**config.mk**
```make
export PLATFORM = sky130hd
export DESIGN_NAME = noc_injector
export DESIGN_NICKNAME = d
export VERILOG_FILES = /design/src/rtl/noc_injector.sv
export SDC_FILE = /design/constraint.sdc
export NUM_CORES = 1
export LEC_CHECK = 0
export CAP_MARGIN = 25
export CORE_UTILIZATION = 57
export CTS_BUF_LIST = sky130_fd_sc_hd__clkbuf_8
export CTS_CLUSTER_DIAMETER = 120
export DETAILED_ROUTE_END_ITERATION = 16
export GPL_ROUTABILITY_DRIVEN = 1
export PLACE_DENSITY = 0.88
export RECOVER_POWER = 100
export SYNTH_ARGS = -nofsm -noshare
export SYNTH_HDL_FRONTEND = slang
export SYNTH_SLANG_ARGS = --single-unit
```
**constraint.sdc**
```tcl
create_clock -name clk -period 5.5 [get_ports clk]
set_input_delay 1.1 -clock clk [delete_from_list [all_inputs] [get_ports clk]]
set_output_delay 1.1 -clock clk [all_outputs]
set_load 0.02 [all_outputs]
```
**src/rtl/noc_injector.sv**
```systemverilog
// noc_injector: turns a word stream into HEAD/BODY/TAIL flits for a
// credit-flow-controlled link. A small FIFO decouples the source from the
// link. A packet of N words leaves as one HEAD flit carrying the
// destination, then N-1 BODY flits, then a TAIL flit. Each flit spends one
// downstream credit.
module noc_injector #(
  parameter int DATA_W     = 7,
  parameter int DEST_W     = 4,
  parameter int FIFO_DEPTH = 4,
  parameter int CREDITS    = 4
) (
  input  logic              clk,
  input  logic              rst,
  input  logic              req_valid,
  output logic              req_ready,
  input  logic [DEST_W-1:0] req_dest,
  input  logic [DATA_W-1:0] req_data,
  input  logic              req_last,
  input  logic              credit_in,
  output logic              out_enable,
  output logic [1:0]        out_kind,
  output logic [DATA_W-1:0] out_data,
  output logic              credit_err,
  output logic [15:0]       flit_count
);

  localparam int PTR_W  = $clog2(FIFO_DEPTH);
  localparam int CNT_W  = PTR_W + 1;
  localparam int CRED_W = $clog2(CREDITS + 1);

  typedef struct packed {
    logic [DEST_W-1:0] dest;
    logic              last;
    logic [DATA_W-1:0] data;
  } entry_t;

  typedef enum logic [0:0] {IDLE, BODY} state_t;

  typedef enum logic [1:0] {
    KIND_NONE = 2'b00,
    KIND_HEAD = 2'b01,
    KIND_BODY = 2'b10,
    KIND_TAIL = 2'b11
  } kind_t;

  entry_t            mem [FIFO_DEPTH];
  logic [PTR_W-1:0]  wr_ptr, rd_ptr;
  logic [CNT_W-1:0]  count;
  logic [CRED_W-1:0] credits;
  logic              first_word;
  logic [DEST_W-1:0] pkt_dest;
  state_t            state, state_next;
  kind_t             kind_q, kind_next;
  logic [DATA_W-1:0] data_next;
  logic              push, pop, emit;
  entry_t            head;
  entry_t            wr_entry;

  assign req_ready = (count < CNT_W'(FIFO_DEPTH));
  assign push      = req_valid && req_ready;
  assign head      = mem[rd_ptr];
  assign out_kind  = kind_q;

  // Later words of a packet reuse the destination captured with its first word.
  assign wr_entry.dest = first_word ? req_dest : pkt_dest;
  assign wr_entry.last = req_last;
  assign wr_entry.data = req_data;

  // Buffer storage: written on accept only.
  // NOTE: the storage array has no reset; count/pointers alone define validity,
  // so clearing it would just cost a wide reset network.
  always_ff @(posedge clk) begin
    if (push) mem[wr_ptr] <= wr_entry;
  end

  // FIFO pointers, occupancy and packet-start tracking.
  // NOTE: sequential state uses non-blocking assignments so every register
  // samples the pre-edge values regardless of process ordering.
  always_ff @(posedge clk) begin
    if (rst) begin
      wr_ptr     <= '0;
      rd_ptr     <= '0;
      count      <= '0;
      first_word <= 1'b1;
      pkt_dest   <= '0;
    end else begin
      if (push) begin
        wr_ptr     <= wr_ptr + PTR_W'(1);
        first_word <= req_last;
        if (first_word) pkt_dest <= req_dest;
      end
      if (pop) rd_ptr <= rd_ptr + PTR_W'(1);
      case ({push, pop})
        2'b10:   count <= count + CNT_W'(1);
        2'b01:   count <= count - CNT_W'(1);
        default: ;
      endcase
    end
  end

  // Emit decision: HEAD without popping in IDLE, then one entry per flit in BODY.
  // NOTE: every signal gets a default first so no path can infer a latch.
  always_comb begin
    state_next = state;
    kind_next  = KIND_NONE;
    data_next  = '0;
    pop        = 1'b0;
    emit       = 1'b0;
    if ((count != '0) && (credits != '0)) begin
      emit = 1'b1;
      if (state == IDLE) begin
        kind_next  = KIND_HEAD;
        data_next  = DATA_W'(head.dest);
        state_next = BODY;
      end else begin
        pop       = 1'b1;
        data_next = head.data;
        if (head.last) begin
          kind_next  = KIND_TAIL;
          state_next = IDLE;
        end else begin
          kind_next  = KIND_BODY;
        end
      end
    end
  end

  // FSM state register; reset abandons any partial packet.
  always_ff @(posedge clk) begin
    if (rst) state <= IDLE;
    else     state <= state_next;
  end

  // Registered link outputs and the wrapping flit counter.
  always_ff @(posedge clk) begin
    if (rst) begin
      out_enable <= 1'b0;
      kind_q     <= KIND_NONE;
      out_data   <= '0;
      flit_count <= '0;
    end else begin
      out_enable <= emit;
      kind_q     <= kind_next;
      out_data   <= data_next;
      if (emit) flit_count <= flit_count + 16'd1;
    end
  end

  // Credit counter; a return with the counter already full is an overflow.
  always_ff @(posedge clk) begin
    if (rst) begin
      credits    <= CRED_W'(CREDITS);
      credit_err <= 1'b0;
    end else begin
      case ({emit, credit_in})
        2'b10: credits <= credits - CRED_W'(1);
        2'b01: begin
          if (credits == CRED_W'(CREDITS)) credit_err <= 1'b1;
          else                             credits    <= credits + CRED_W'(1);
        end
        default: ;
      endcase
    end
  end

endmodule

```
After elaboration in Yosys (flattened, before gate mapping)
Memory sizes are Yosys's and may differ from the RTL's. A register that Yosys moved wholly into a read port is not among the register bits.
Cells that the tools add are included.
{"block": "op_classes", "n_addsub": 7, "n_lt_le_gt_ge": 1, "n_eq_ne": 6, "muxes": 16, "bitwise": 2, "n_reduce_logical": 10}
{"op": "$add A16 B1 Y16 const B", "count": 1}
{"op": "$pmux W3 S2", "count": 2}
{"op": "$mux W1", "count": 9}
{"op": "$mux W4", "count": 2}
{"op": "$add A3 B1 Y3 const B", "count": 2}
{"op": "$reduce_bool A3 Y1", "count": 2}
{"op": "$sub A3 B1 Y3 const B", "count": 2}
{"op": "$add A2 B1 Y2 const B", "count": 2}
{"op": "$eq A2 B1 Y1 const B", "count": 2}
{"op": "$eq A2 B2 Y1 const B", "count": 2}
{"op": "$mux W2", "count": 2}
{"op": "$reduce_and A2 Y1", "count": 2}
{"op": "$reduce_bool A2 Y1", "count": 2}
{"op": "$eq A3 B3 Y1 const B", "count": 1}
{"op": "$lt A3 B3 Y1 const B", "count": 1}
{"op": "$mux W3", "count": 1}
{"op": "$reduce_or A3 Y1", "count": 1}
{"op": "$logic_and A1 B1 Y1", "count": 2}
{"op": "$ne A2 B2 Y1 const B", "count": 1}
{"op": "$not A1 Y1", "count": 2}
{"op": "$reduce_or A2 Y1", "count": 1}
{"block": "word_totals", "ff_bits": 43, "ramBits": 48, "in_bits": 16, "output_inout_bits": 28, "word_cells": 57, "n_memories": 1}
{"memory": "mem", "words": 4, "width": 12, "read_ports": 1, "rd_ports_with_merged_regs": 1, "write_ports": 1, "line_no": "46", "rtl": "entry_t mem [FIFO_DEPTH];"}

Logic depth before layout (Yosys ltp)
{"block": "depth", "ltp_word": 6, "depth_mapped": 10, "mapped_depth_nobuf": 8}

Worst setup path before layout
Ideal clock, no wire load.
{"block": "synth_path", "path_type": "input to register", "start": "input req_valid", "end": "register count[2]", "setup_time_ns": 0.070, "t_arrival_ns": 2.794, "required_time_ns": 5.430, "path_slack_ns": 2.635, "path_stages": 10, "path_buffers": 2, "cell_sequence": "nor2b_1 -> clkbuf_1 -> clkbuf_1 -> inv_1 -> ha_1 -> inv_1 -> fa_1 -> xor2_1 -> or3_1 -> a21oi_1"}
{"block": "synth_via", "elab_chain_len": 3, "elab_cells_between_ends": 5, "cone_classes": "2 x eq/ne; 1 x mux; 2 x reduce/logical"}
{"element": "start, declared", "line_no": "14", "rtl": "input logic req_valid,"}
{"element": "$logic_and A1 B1 Y1 *", "line_no": "60", "rtl": "assign push = req_valid && req_ready;"}
{"element": "$eq A2 B1 Y1 or $eq A2 B2 Y1 (tied branches)", "line_no": "93", "rtl": "case ({push, pop})"}
{"element": "$pmux W3 S2 or $reduce_bool A2 Y1 (tied branches)"}
{"element": "end signal, assigned", "line_no": "94", "rtl": "2'b10: count <= count + CNT_W'(1);"}
{"element": "end signal, assigned", "line_no": "95", "rtl": "2'b01: count <= count - CNT_W'(1);"}
{"element": "end, declared", "line_no": "48", "rtl": "logic [CNT_W-1:0] count;"}
Mark *: on every way between the ends. The rest lies on a longest branch, timed or not.
A chain may end at the register's enable or synchronous reset.

Final worst setup path
Same ends and word-level chain as after synthesis.

==> summary.txt <==
Outcome = complete, but fails checks
Failing checks = design-rule violations, max-capacitance violations, max-slew violations
Core Rows = 29
Post-synth cell types = 36
Fin crit share = 0.595
Syn nets = 303
Worst path cell trace = dlygate4sd3_1 -> nor2b_1 -> inv_1 -> ha_1 -> inv_1 -> fa_1 -> xor2_1 -> or3_1 -> a21oi_1
Max VDD drop = 0.000246 V
Critical path endpoint category = flip-flop
Initial antenna violation count = 0
Minimum clock period = 3.27 ns
Post-CTS sizing = 0
Worst EP required = 5.77 ns
Power Density = 410 nW/µm²
Syn Area/Cell = 13.3 µm²
Worst path max stage delay = 0.76 ns
Most common cell after layout, fill and taps aside = edfxtp_1
Drt first pass iters = 10
FILL cells = 434
Grt ovf = 0
Synthesis-to-layout area growth = 17.4%
Final hold violation count = 0
Vias in the first global route = 2229
GRT Total Usage = 0.203
Fmax = 306 MHz
H-tree lvl count = 3
Initial Util = 0.590
Synth Cell Area = 3720 µm²
Synthesis Warnings = 0
Die area = 6860 µm²
First-pass GRT wire length = 10800 µm
FFs w/ async S/R, synth = 0
Setup TNS = 0 ns
Drt wl/cell = 15.7 µm
Final core occ = 0.692
Sequential area share after synthesis = 0.629
Initial DRC Count = 196
CP Max Fanout = 14
Worst-skew pair later-pin latency = 0.36 ns
Most frequent cells in the layout = 48 x edfxtp_1, 45 x dfxtp_1, 42 x dlygate4sd3_1
Worst-path clk slew = 0.08 ns
Slew Limit Headroom = -0.0272
Root buffer cell = clkbuf_8
NumNets Final = 345
Via density = 5.57
Max-slew violations = 37
Total CTS buffers = 9
Die width = 82.8 µm
Setup violations, final = 0
Leak Pwr = 1.57 nW
RSZ-0062 raised after global routing = no
Port Buffers = 43
Synth Flop Type = edfxtp_1
GPL Wtd Cong = 0.725
Routed vias = 2246
Max-Cap Viols = 1
Remaining DRCs = 2
Crit Path Class = in2reg
Clk sink count = 93
Post-CTS Setup Repair Bufs = 0
Pin count of the biggest net entering global routing = 37
CTS tree = built
CP most frequent cell = inv_1
Clock Path Buffers = 2
CORE AREA = 6310 µm²
Diode count = 0
Final Skew = 0.0152 ns
Num ports = 44
EDFF count, synth = 48
Setup crit start kind = primary input
Slowest CP cell = nor2b_1
Post-Synthesis Cells = 279
Vert. Die Dim = 82.8 µm
Synthesized flop and latch total = 93
ANT nets after route = 0
Crit path DAT = 3.54 ns
HPWL Detailed = 4170 µm
Min-Delay Path Class = reg2reg
Layout cell share with drive strength beyond 1 = 0.0859
Hold buffers post-CTS = 0
Drt total wl = 6310 µm
Worst Tran Pin Value = 1.54 ns
## through the flow
stage	std cells	cell area [µm²]	worst slack, ns	total power [W]	hold WS, ns
6_report	403	4370	2.23	0.00179	0.473
5_1_grt	403	4370	1.97	0.00190	0.512
4_1_cts	403	4370	2.33	0.00182	0.487
3_5_place_dp	387	4210	1.96	0.00143	0.466
3_3_place_gp	387	4210	2.04	0.00140	0.460
2_1_floorplan	279	3720	2.64	0.00127	0.456
## logic make-up (layout without fill, tap and decap cells)
group	after synthesis	in the layout	synth area share
AOI/OAI and AO/OA	30	30	0.0497
xor gates and xnor gates	15	15	0.0353
adders and majority gates	8	8	0.0309
buffers and inverters	22	69	0.0229
DFF	93	93	0.629
muxes	25	25	0.109
and+or+nand+nor	86	86	0.123
## worst paths after layout
path / startpoint / to / slack [ns] / cells after the start
min: credit_err / credit_err / 0.47 / 2
min reg2reg: credit_err / credit_err / 0.47 / 2
max: req_valid / count[2] / 2.23 / 9
max reg2reg: count[0] / credits[2] / 2.98 / 6
## flip-flops by register name (all words and copies together), names as in the netlist, named ones only
name	flops
count	3
out_data	7
pkt_dest	4
out_kind	2
wr_ptr	2
flit_count	16
out_enable	1
state	1
first_word	1
credit_err	1
credits	3
mem	48
rd_ptr	2
## synth_stat cells, drive strengths merged (2+ instances only)
master	number	area, µm²
nor2	30	113
xnor2	9	78.8
buf	2	10.0
inv	9	33.8
o21ai	7	35.0
a31oi	2	12.5
o211ai	2	15.0
and2	5	31.3
nor2b	3	18.8
mux2	5	56.3
edfxtp	48	1440
nand2	6	22.5
o31ai	2	15.0
xor2	6	52.6
nor4b	2	17.5
ha	6	75.1
dfxtp	45	901
nand3	8	40.0
mux2i	8	80.1
a211oi	2	15.0
a21oi	11	55.1
nand4	5	31.3
nand2b	3	18.8
nor3	2	20.0
or4	3	22.5
nor4	2	12.5
and3	6	37.5
clkbuf	11	41.3
fa	2	40.0
mux4	12	270
or3	10	62.6
## report_power, final
| part | internal [W] | total (W) | switching (W) |
|---|---|---|---|
| Sequential | 0.000833 | 0.000922 | 0.0000896 |
| Combinational | 0.000217 | 0.000477 | 0.000260 |
| Clock | 0.000162 | 0.000394 | 0.000232 |
| Total | 0.00121 | 0.00179 | 0.000582 |
## critical path, delay by kind of cell
family / cells / cell delay (ns)
and+or+nand+nor: 2 / 1.06
AOI/OAI and AO/OA: 1 / 0.13
adders and majority gates: 2 / 0.45
buffers and inverters: 3 / 0.71
xor gates and xnor gates: 1 / 0.08
## area by class of cell
type | count | area, µm² | area share
Clock inverter | 7 | 43.8 | 0.0100
Sequential cell | 93 | 2340 | 0.536
Tap cell | 77 | 96.3 | 0.0221
Inverter | 9 | 33.8 | 0.00773
Multi-Input combinational cell | 164 | 1290 | 0.296
Clock buffer | 9 | 124 | 0.0284
Timing Repair Buffer | 44 | 434 | 0.0994
## layer usage
metal	share of wire	vias to the layer above	global-route usage	routed length, µm
li1	-	1110	-	-
met1	0.45	1076	0.275	2850
met2	0.50	51	0.321	3130
met3	0.034	9	0.0358	217
met4	0.018	0	0.0972	112
met5	0	-	0	0
Note: power is estimated with default switching activity, not from simulation.
